**src/rtl/pwm_scan_pkg.sv**
```systemverilog
`default_nettype none
// +------------------------------------------------------------------+
// | pwm_scan_pkg : states, host register map, status bits, sat add   |
// | Rev 1.0                                                          |
// +------------------------------------------------------------------+
package pwm_scan_pkg;

  typedef enum logic [2:0] {
    IDLE  = 3'd0,
    ZERO  = 3'd1,
    SIG   = 3'd2,
    DWELL = 3'd3,
    NEXT  = 3'd4,
    STOP  = 3'd5,
    FIN   = 3'd6
  } state_t;

  localparam logic [3:0] c_reg_ctrl   = 4'd0;
  localparam logic [3:0] c_reg_zero0  = 4'd1;
  localparam logic [3:0] c_reg_sig0   = 4'd5;
  localparam logic [3:0] c_reg_step0  = 4'd9;
  localparam logic [3:0] c_reg_nstep0 = 4'd11;
  localparam logic [3:0] c_reg_dwell0 = 4'd13;
  localparam logic [3:0] c_reg_status = 4'd15;

  localparam int c_st_busy  = 0;
  localparam int c_st_done  = 1;
  localparam int c_st_abort = 2;
  localparam int c_st_err   = 3;

  function automatic logic [31:0] sat_add(input logic [31:0] a, input logic [15:0] b);
    logic [32:0] sum;
    sum = {1'b0, a} + {17'd0, b};
    return sum[32] ? 32'hFFFF_FFFF : sum[31:0];
  endfunction

endpackage
`default_nettype wire

```
**src/rtl/pwm_scan_if.sv**
```systemverilog
`default_nettype none
// +------------------------------------------------------------------+
// | pwm_scan_if : host byte-register bus plus pwm register port      |
// | Rev 1.0                                                          |
// +------------------------------------------------------------------+
interface pwm_scan_if;
  logic [7:0]  addr;
  logic [7:0]  data_in;
  logic        we;
  logic [7:0]  data_out;
  logic [7:0]  pwm_addr;
  logic [7:0]  pwm_data;
  logic        pwm_we;
  logic [31:0] pwm_data32;
  logic        pwm_we32;

  modport slave (
    input  addr, data_in, we,
    output data_out, pwm_addr, pwm_data, pwm_we, pwm_data32, pwm_we32
  );

  modport master (
    output addr, data_in, we,
    input  data_out, pwm_addr, pwm_data, pwm_we, pwm_data32, pwm_we32
  );
endinterface
`default_nettype wire

```
**src/rtl/pwm_scan_regs.sv**
```systemverilog
`default_nettype none
// +------------------------------------------------------------------+
// | pwm_scan_regs : host register file, start/abort strobes, read mux|
// | Rev 1.0                                                          |
// +------------------------------------------------------------------+
module pwm_scan_regs
  import pwm_scan_pkg::*;
#(
  parameter logic [7:0] BASE_ADDR = 8'h50
) (
  input  logic        clk,
  input  logic        res,
  input  logic [7:0]  addr,
  input  logic [7:0]  data_in,
  input  logic        we,
  input  logic        busy,
  input  logic [7:0]  status,
  output logic [7:0]  data_out,
  output logic [31:0] zero,
  output logic [31:0] sig_start,
  output logic [15:0] step,
  output logic [15:0] n_steps,
  output logic [15:0] dwell,
  output logic        start,
  output logic        abort
);

  logic [8:0]  w_diff;
  logic        w_hit;
  logic [3:0]  w_off;
  logic        w_wr;
  logic [7:0]  w_rd;

  logic [31:0] r_zero;
  logic [31:0] r_sig_start;
  logic [15:0] r_step;
  logic [15:0] r_n_steps;
  logic [15:0] r_dwell;
  logic        r_start;
  logic        r_abort;
  logic [7:0]  r_data_out;

  // A borrow out of the subtraction means the address lies below the window.
  assign w_diff = {1'b0, addr} - {1'b0, BASE_ADDR};
  assign w_hit  = ~w_diff[8] && (w_diff[7:4] == 4'd0);
  assign w_off  = w_diff[3:0];
  assign w_wr   = we && w_hit;

  always_comb begin
    w_rd = 8'h00;
    if (w_hit) begin
      case (w_off)
        c_reg_zero0:          w_rd = r_zero[7:0];
        c_reg_zero0 + 4'd1:   w_rd = r_zero[15:8];
        c_reg_zero0 + 4'd2:   w_rd = r_zero[23:16];
        c_reg_zero0 + 4'd3:   w_rd = r_zero[31:24];
        c_reg_sig0:           w_rd = r_sig_start[7:0];
        c_reg_sig0 + 4'd1:    w_rd = r_sig_start[15:8];
        c_reg_sig0 + 4'd2:    w_rd = r_sig_start[23:16];
        c_reg_sig0 + 4'd3:    w_rd = r_sig_start[31:24];
        c_reg_step0:          w_rd = r_step[7:0];
        c_reg_step0 + 4'd1:   w_rd = r_step[15:8];
        c_reg_nstep0:         w_rd = r_n_steps[7:0];
        c_reg_nstep0 + 4'd1:  w_rd = r_n_steps[15:8];
        c_reg_dwell0:         w_rd = r_dwell[7:0];
        c_reg_dwell0 + 4'd1:  w_rd = r_dwell[15:8];
        c_reg_status:         w_rd = status;
        default:              w_rd = 8'h00;
      endcase
    end
  end

  always_ff @(posedge clk or posedge res) begin
    if (res) begin
      r_zero      <= 32'd0;
      r_sig_start <= 32'd0;
      r_step      <= 16'd0;
      r_n_steps   <= 16'd0;
      r_dwell     <= 16'd0;
      r_start     <= 1'b0;
      r_abort     <= 1'b0;
      r_data_out  <= 8'h00;
    end else begin
      r_start    <= w_wr && (w_off == c_reg_ctrl) && data_in[0];
      r_abort    <= w_wr && (w_off == c_reg_ctrl) && data_in[1];
      r_data_out <= w_rd;
      if (w_wr && !busy) begin
        case (w_off)
          c_reg_zero0:          r_zero[7:0]        <= data_in;
          c_reg_zero0 + 4'd1:   r_zero[15:8]       <= data_in;
          c_reg_zero0 + 4'd2:   r_zero[23:16]      <= data_in;
          c_reg_zero0 + 4'd3:   r_zero[31:24]      <= data_in;
          c_reg_sig0:           r_sig_start[7:0]   <= data_in;
          c_reg_sig0 + 4'd1:    r_sig_start[15:8]  <= data_in;
          c_reg_sig0 + 4'd2:    r_sig_start[23:16] <= data_in;
          c_reg_sig0 + 4'd3:    r_sig_start[31:24] <= data_in;
          c_reg_step0:          r_step[7:0]        <= data_in;
          c_reg_step0 + 4'd1:   r_step[15:8]       <= data_in;
          c_reg_nstep0:         r_n_steps[7:0]     <= data_in;
          c_reg_nstep0 + 4'd1:  r_n_steps[15:8]    <= data_in;
          c_reg_dwell0:         r_dwell[7:0]       <= data_in;
          c_reg_dwell0 + 4'd1:  r_dwell[15:8]      <= data_in;
          default: ;
        endcase
      end
    end
  end

  assign data_out  = r_data_out;
  assign zero      = r_zero;
  assign sig_start = r_sig_start;
  assign step      = r_step;
  assign n_steps   = r_n_steps;
  assign dwell     = r_dwell;
  assign start     = r_start;
  assign abort     = r_abort;

endmodule
`default_nettype wire

```
**src/rtl/pwm_scan_ctrl.sv**
```systemverilog
`default_nettype none
// +------------------------------------------------------------------+
// | pwm_scan_ctrl : pwm pulse-width scan sequencer (FSM + counters)  |
// | Optional dwell watchdog: define PWM_SCAN_TIMEOUT_EN. Rev 1.0     |
// +------------------------------------------------------------------+
module pwm_scan_ctrl
  import pwm_scan_pkg::*;
#(
  parameter logic [7:0]  BASE_ADDR       = 8'h50,
  parameter logic [7:0]  PWM_SIG_ADDR    = 8'h42,
  parameter logic [7:0]  PWM_ZERO32_ADDR = 8'h46,
  parameter logic [31:0] TIMEOUT_CYCLES  = 32'd1000000
) (
  input  logic       clk,
  input  logic       res,
  pwm_scan_if.slave  bus,
  input  logic       pwm_out,
  output logic       bus_own,
  output logic       step_strb,
  output logic       done
);

  state_t      r_state;
  state_t      w_state_nxt;
  logic [1:0]  r_byte;
  logic [15:0] r_idx;
  logic [15:0] r_cnt;
  logic [31:0] r_cur_sig;
  logic        r_pwm_s1;
  logic        r_pwm_s2;
  logic        r_abort_pend;
  logic        r_done_flag;
  logic        r_aborted;
  logic        r_err;

  logic [31:0] w_zero;
  logic [31:0] w_sig_start;
  logic [15:0] w_step;
  logic [15:0] w_n_steps;
  logic [15:0] w_dwell;
  logic        w_start;
  logic        w_abort;
  logic        w_busy;
  logic [7:0]  w_status;
  logic        w_rise;
  logic [15:0] w_target;
  logic [15:0] w_cnt_inc;
  logic        w_last;
  logic        w_timeout;
  logic        w_go;
  logic        w_abort_take;
  logic        w_advance;

  pwm_scan_regs #(.BASE_ADDR(BASE_ADDR)) u_regs (
    .clk       (clk),
    .res       (res),
    .addr      (bus.addr),
    .data_in   (bus.data_in),
    .we        (bus.we),
    .busy      (w_busy),
    .status    (w_status),
    .data_out  (bus.data_out),
    .zero      (w_zero),
    .sig_start (w_sig_start),
    .step      (w_step),
    .n_steps   (w_n_steps),
    .dwell     (w_dwell),
    .start     (w_start),
    .abort     (w_abort)
  );

  assign w_busy    = (r_state != IDLE);
  assign w_rise    = r_pwm_s1 & ~r_pwm_s2;
  assign w_target  = (w_dwell == 16'd0) ? 16'd1 : w_dwell;
  assign w_cnt_inc = r_cnt + 16'd1;
  assign w_last    = ((r_idx + 16'd1) == w_n_steps);

  always_comb begin
    w_status             = 8'h00;
    w_status[c_st_busy]  = w_busy;
    w_status[c_st_done]  = r_done_flag;
    w_status[c_st_abort] = r_aborted;
    w_status[c_st_err]   = r_err;
  end

`ifdef PWM_SCAN_TIMEOUT_EN
  logic [31:0] r_wdog;

  // Held at zero outside DWELL, so every DWELL entry starts a fresh count.
  always_ff @(posedge clk or posedge res) begin
    if (res) begin
      r_wdog <= 32'd0;
    end else if (r_state != DWELL || w_rise) begin
      r_wdog <= 32'd0;
    end else begin
      r_wdog <= r_wdog + 32'd1;
    end
  end

  assign w_timeout = (r_state == DWELL) && !w_rise && ((r_wdog + 32'd1) == TIMEOUT_CYCLES);
`else
  logic w_unused_timeout;
  assign w_unused_timeout = (TIMEOUT_CYCLES == 32'd0);
  assign w_timeout        = 1'b0;
`endif

  always_ff @(posedge clk or posedge res) begin
    if (res) begin
      r_state <= IDLE;
    end else begin
      r_state <= w_state_nxt;
    end
  end

  always_comb begin
    w_state_nxt    = r_state;
    w_go           = 1'b0;
    w_abort_take   = 1'b0;
    w_advance      = 1'b0;
    bus_own        = 1'b0;
    step_strb      = 1'b0;
    done           = 1'b0;
    bus.pwm_addr   = 8'h00;
    bus.pwm_data   = 8'h00;
    bus.pwm_we     = 1'b0;
    bus.pwm_data32 = 32'd0;
    bus.pwm_we32   = 1'b0;
    case (r_state)
      IDLE: begin
        if (w_start) begin
          w_go        = 1'b1;
          w_state_nxt = (w_n_steps == 16'd0) ? FIN : ZERO;
        end
      end
      ZERO: begin
        bus_own        = 1'b1;
        bus.pwm_we32   = 1'b1;
        bus.pwm_addr   = PWM_ZERO32_ADDR;
        bus.pwm_data32 = w_zero;
        w_abort_take   = w_abort;
        w_state_nxt    = (r_abort_pend || w_abort) ? STOP : SIG;
      end
      SIG: begin
        bus_own      = 1'b1;
        bus.pwm_we   = 1'b1;
        bus.pwm_addr = PWM_SIG_ADDR + {6'd0, r_byte};
        bus.pwm_data = r_cur_sig[{r_byte, 3'b000} +: 8];
        w_abort_take = w_abort;
        if (r_byte == 2'd3) begin
          w_state_nxt = (r_abort_pend || w_abort) ? STOP : DWELL;
        end
      end
      DWELL: begin
        bus_own = 1'b1;
        if (w_abort) begin
          w_abort_take = 1'b1;
          w_state_nxt  = STOP;
        end else if (w_rise && (w_cnt_inc == w_target)) begin
          w_state_nxt = NEXT;
        end else if (w_timeout) begin
          w_state_nxt = STOP;
        end
      end
      NEXT: begin
        bus_own = 1'b1;
        if (w_abort) begin
          w_abort_take = 1'b1;
          w_state_nxt  = STOP;
        end else begin
          step_strb   = 1'b1;
          w_advance   = 1'b1;
          w_state_nxt = w_last ? STOP : SIG;
        end
      end
      STOP: begin
        bus_own      = 1'b1;
        bus.pwm_we   = 1'b1;
        bus.pwm_addr = PWM_SIG_ADDR + {6'd0, r_byte};
        bus.pwm_data = 8'h00;
        if (r_byte == 2'd3) begin
          w_state_nxt = FIN;
        end
      end
      FIN: begin
        done        = 1'b1;
        w_state_nxt = IDLE;
      end
      default: w_state_nxt = IDLE;
    endcase
  end

  always_ff @(posedge clk or posedge res) begin
    if (res) begin
      r_byte       <= 2'd0;
      r_idx        <= 16'd0;
      r_cnt        <= 16'd0;
      r_cur_sig    <= 32'd0;
      r_pwm_s1     <= 1'b0;
      r_pwm_s2     <= 1'b0;
      r_abort_pend <= 1'b0;
      r_done_flag  <= 1'b0;
      r_aborted    <= 1'b0;
      r_err        <= 1'b0;
    end else begin
      r_pwm_s1 <= pwm_out;
      r_pwm_s2 <= r_pwm_s1;
      // Byte index wraps 3->0 on its own, so SIG->STOP restarts at byte 0.
      r_byte   <= (r_state == SIG || r_state == STOP) ? r_byte + 2'd1 : 2'd0;
      if (r_state != DWELL) begin
        r_cnt <= 16'd0;
      end else if (w_rise) begin
        r_cnt <= w_cnt_inc;
      end
      if (w_go) begin
        r_cur_sig    <= w_sig_start;
        r_idx        <= 16'd0;
        r_abort_pend <= 1'b0;
        r_done_flag  <= 1'b0;
        r_aborted    <= 1'b0;
        r_err        <= 1'b0;
      end
      if (w_abort_take) begin
        r_aborted    <= 1'b1;
        r_abort_pend <= 1'b1;
      end
      if (w_advance) begin
        r_idx <= r_idx + 16'd1;
        if (!w_last) begin
          r_cur_sig <= sat_add(r_cur_sig, w_step);
        end
      end
      if (r_state == FIN) begin
        r_done_flag <= 1'b1;
      end
      if (w_timeout) begin
        r_err <= 1'b1;
      end
    end
  end

endmodule
`default_nettype wire

```
**src/flat_wrapper.sv**
```systemverilog
// flat-port wrapper written by rule: the top's interface ports become plain ports
module pwm_scan_ctrl_flat import pwm_scan_pkg::*;
#(
  parameter logic [7:0]  BASE_ADDR       = 8'h50,
  parameter logic [7:0]  PWM_SIG_ADDR    = 8'h42,
  parameter logic [7:0]  PWM_ZERO32_ADDR = 8'h46,
  parameter logic [31:0] TIMEOUT_CYCLES  = 32'd1000000
)
  (clk, res, pwm_out, bus_own, step_strb, done, bus_addr, bus_data_in, bus_we, bus_data_out, bus_pwm_addr, bus_pwm_data, bus_pwm_we, bus_pwm_data32, bus_pwm_we32);
  pwm_scan_if bus_i ();
  input  logic clk;
  input  logic res;
  input  logic pwm_out;
  output logic bus_own;
  output logic step_strb;
  output logic done;
  input wire logic [$bits(bus_i.addr)-1:0] bus_addr;
  input wire logic [$bits(bus_i.data_in)-1:0] bus_data_in;
  input wire logic [$bits(bus_i.we)-1:0] bus_we;
  output wire logic [$bits(bus_i.data_out)-1:0] bus_data_out;
  output wire logic [$bits(bus_i.pwm_addr)-1:0] bus_pwm_addr;
  output wire logic [$bits(bus_i.pwm_data)-1:0] bus_pwm_data;
  output wire logic [$bits(bus_i.pwm_we)-1:0] bus_pwm_we;
  output wire logic [$bits(bus_i.pwm_data32)-1:0] bus_pwm_data32;
  output wire logic [$bits(bus_i.pwm_we32)-1:0] bus_pwm_we32;
  assign bus_i.addr = bus_addr;
  assign bus_i.data_in = bus_data_in;
  assign bus_i.we = bus_we;
  assign bus_data_out = bus_i.data_out;
  assign bus_pwm_addr = bus_i.pwm_addr;
  assign bus_pwm_data = bus_i.pwm_data;
  assign bus_pwm_we = bus_i.pwm_we;
  assign bus_pwm_data32 = bus_i.pwm_data32;
  assign bus_pwm_we32 = bus_i.pwm_we32;
  pwm_scan_ctrl #(.BASE_ADDR(BASE_ADDR), .PWM_SIG_ADDR(PWM_SIG_ADDR), .PWM_ZERO32_ADDR(PWM_ZERO32_ADDR), .TIMEOUT_CYCLES(TIMEOUT_CYCLES)) u_core (.clk(clk), .res(res), .bus(bus_i), .pwm_out(pwm_out), .bus_own(bus_own), .step_strb(step_strb), .done(done));
endmodule
```
**config.mk**
```make
export PLATFORM = sky130hd
export DESIGN_NAME = pwm_scan_ctrl_flat
export DESIGN_NICKNAME = d
export VERILOG_FILES = /design/src/rtl/pwm_scan_pkg.sv /design/src/rtl/pwm_scan_if.sv /design/src/rtl/pwm_scan_regs.sv /design/src/rtl/pwm_scan_ctrl.sv /design/src/flat_wrapper.sv
export SDC_FILE = /design/constraint.sdc
export NUM_CORES = 1
export LEC_CHECK = 0
export ABC_AREA = 0
export BUFFER_PORTS_ARGS = -buffer_cell sky130_fd_sc_hd__clkbuf_2
export CORE_MARGIN = 2
export CORE_UTILIZATION = 42
export CTS_BUF_LIST = sky130_fd_sc_hd__clkbuf_2 sky130_fd_sc_hd__clkbuf_4 sky130_fd_sc_hd__clkbuf_8
export DETAILED_ROUTE_END_ITERATION = 7
export HOLD_SLACK_MARGIN = 0.05
export SYNTH_ARGS = -nofsm -noshare
export SYNTH_HDL_FRONTEND = slang
export SYNTH_HIERARCHICAL = 1
export SYNTH_SLANG_ARGS = --single-unit
```
**constraint.sdc**
```tcl
create_clock -name clk -period 8.41 [get_ports clk]
set_input_delay 0.841 -clock clk [delete_from_list [all_inputs] [get_ports clk]]
set_output_delay 0.841 -clock clk [all_outputs]
set_load 0.01 [all_outputs]
```
==> flow_summary.yaml <==
floorplanning:
  io_pins: 81
  die_width_um: 173
  die_area_um2: 29900
  core_um2: 27900
  rows: 61
  die_h_um: 173
  initial_core_util_pct: 43.0
cts:
  cts.sinks: 195
  clk_latency_ns: 0.49
  hold_buffers: 0
  cts_tree: "yes"
  htree_num_levels: 4
  root_buffer: "clkbuf_8"
  cts.clk_slew.worst_paths_ns: 0.13
  post_cts_buffers: 0
  max-clock-path-buffers: 2
  cts.repair.resized: 0
  numCtsBuffers: 17
placed_design:
  placed_cells: 1567
  globalplace.congestion: 0.899
  port_buffers: 76
  dpl.hpwl_mm: 25.9
power_and_ir_drop:
  power_density_nw_per_um2: 208
  ir_worst_vdd_v: 0.000120
  total_power_uw: 2710
  leakage_uw: 0.00591
detailed_routing:
  wirelength_mm: 36.3
  drt_iter0_markers: 813
  drt-pass1-iter-count: 8
  vias: 9653
  vias_per_cell: 6.04
  routedWlPerCell_um: 22.7
  drc: 0
  drtAntennaViolNets: 0
synth:
  syn_area_um2: 12000
  synth.avg_cell_area_um2: 10.2
  synth_cells: 1174
  ys_seq_area_share_pct: 40.7
  async_reset_ff_share_pct: 100
  ys_warn_count: 6
  yosysUniqueCellTypes: 88
  ys_seq_elements: 195
  synth_edf_count: 0
  ys.flop_type: "dfrtp_1"
worst_hold_path:
  hold_class: "reg2reg"
timing:
  post-route-period-util_pct: 48.3
  setup_viol: 0
  grt_setup_unrepaired: "false"
  fin_crit_ns: 4.06
  hold_violations: 0
  slew_viol_final: 0
  fin_skew_ns: 0.0273
  hold-worst-slack_ns: 0.421
  worst_pin_slew_ns: 1.15
  max_slew_margin_pct: 23.4
  max_freq_ghz: 0.246
  setup_tns_ns: 0
global_routing:
  grt_pass1_vias: 9358
  antenna_found_initial: 0
  overflow: 0
  grt_max_degree: 74
  track_usage_pct: 24.5
  grt_pass1_wl_mm: 57.1
critical_path:
  crit_arrival_ns: 3.22
  cp_slowest_cell: "nand2_1"
  setup.worst_path.start_class: "flip-flop"
  worstPathBufferInverterCount: 2
  end_kind: "output pin"
  required_ns: 7.57
  critPathKind: "reg2out"
  slowest_delay_ns: 0.86
  timing.critical_path.cells: "nor2_1 -> nand2_1 -> clkinv_1 -> clkbuf_2"
  cp_max_fo: 31
  cp_top_family: "simple AND/OR/NAND/NOR gates"
cells_and_area:
  mostFrequentLayoutCell: "dfrtp_1"
  antenna_cells: 0
  final_nets: 1248
  final_util_pct: 46.5
  areaGrowthSynthToFinish_pct: 8.36
  drive_gt1_share_pct: 23.2
  layout_common_cells: "dfrtp_1 (195), mux2_2 (118), nand2_1 (79)"
  fin_cells: 1599
status:
  outcome: "finished, final reports clean"
job:
  cap_viol_max_count: 0
==> routing by layer <==
| layer | track usage [%] | vias to the layer above | routed length (um) |
|---|---|---|---|
| met5 | 0 | - | 0 |
| met3 | 4.02 | 49 | 2340 |
| met4 | 8.05 | 0 | 1070 |
| li1 | - | 4399 | - |
| met1 | 36.5 | 4837 | 17100 |
| met2 | 36.0 | 368 | 15800 |
==> cells by family (layout without fill, tap and decap cells) <==
logic type	count (synthesis)	count (layout)	synth area share (%)
DFF	195	195	40.7
AOI/OAI and AO/OA	248	248	14.4
muxes	157	157	15.3
and+or+nand+nor	379	379	18.1
other	1	9	0.0313
buffers and inverters	105	144	4.28
xor gates and xnor gates	69	69	5.04
adders and majority gates	20	20	2.15
==> where the power goes <==
group / total (uW) / internal (uW) / switching [uW]
Combinational: 807 / 344 / 463
Sequential: 1220 / 1040 / 179
Clock: 683 / 266 / 417
Total: 2710 / 1650 / 1060
==> path summary, 6_finish.rpt <==
| check | slack [ns] | cells after the start | startpoint | endpoint |
|---|---|---|---|---|
| max | 4.35 | 4 | u_core/r_state[1] | step_strb |
| min | 0.42 | 0 | u_core/r_pwm_s1 | u_core/r_pwm_s2 |
| max reg2reg | 4.63 | 11 | u_core/r_cur_sig[0] | u_core/r_cur_sig[17] |
| min reg2reg | 0.42 | 0 | u_core/r_pwm_s1 | u_core/r_pwm_s2 |
| max in group asynchronous | 6.58 | 3 | res | u_core/u_regs/sig_start[5] |
| min in group asynchronous | 0.50 | 2 | res | u_core/u_regs/n_steps[6] |
==> per-stage QoR <==
| step | cell area, um^2 | setup WS, ns |
|---|---|---|
| floorplan | 12000 | 4.33 |
| global placement | 12500 | 4.78 |
| detailed placement | 12500 | 4.70 |
| CTS | 13000 | 4.34 |
| global route | 13000 | 4.11 |
| finish | 13000 | 4.35 |
==> state kept, by name (all words and copies together), names as in the netlist <==
| name | count |
|---|---|
| u_core/r_aborted | 1 |
| u_core/u_regs/start | 1 |
| u_core/r_pwm_s1 | 1 |
| u_core/r_state | 3 |
| u_core/u_regs/abort | 1 |
| u_core/u_regs/n_steps | 16 |
| u_core/r_cur_sig | 32 |
| u_core/u_regs/sig_start | 32 |
| u_core/r_byte | 2 |
| u_core/r_done_flag | 1 |
| u_core/r_cnt | 16 |
| u_core/u_regs/data_out | 8 |
| u_core/u_regs/step | 16 |
| u_core/r_idx | 16 |
| u_core/u_regs/zero | 32 |
| u_core/r_pwm_s2 | 1 |
| u_core/u_regs/dwell | 16 |
==> synth_stat cells, types with 19 or more instances <==
library cell,n,area (um^2)
nand3_1,30,150
dfrtp_1,195,4880
nor3_1,22,110
a21oi_1,47,235
inv_1,29,109
o21ai_0,40,200
and2_1,44,275
xor2_1,24,210
mux2i_1,28,280
ha_1,19,238
xnor2_1,45,394
nor2_1,76,285
mux2_2,118,1330
nand2_1,79,297
clkbuf_1,33,124
and3_1,23,144
a31oi_1,24,150
buf_2,23,115
==> layout make-up <==
class	count	area (um^2)
clock buffers	17	234
flip-flops and latches	195	4880
inverters	30	115
well taps	378	473
clock inverters	15	223
repair buffers	82	425
fillers	2711	14900
multi-input cells	882	6650
Power figures use the tool's default switching activity.
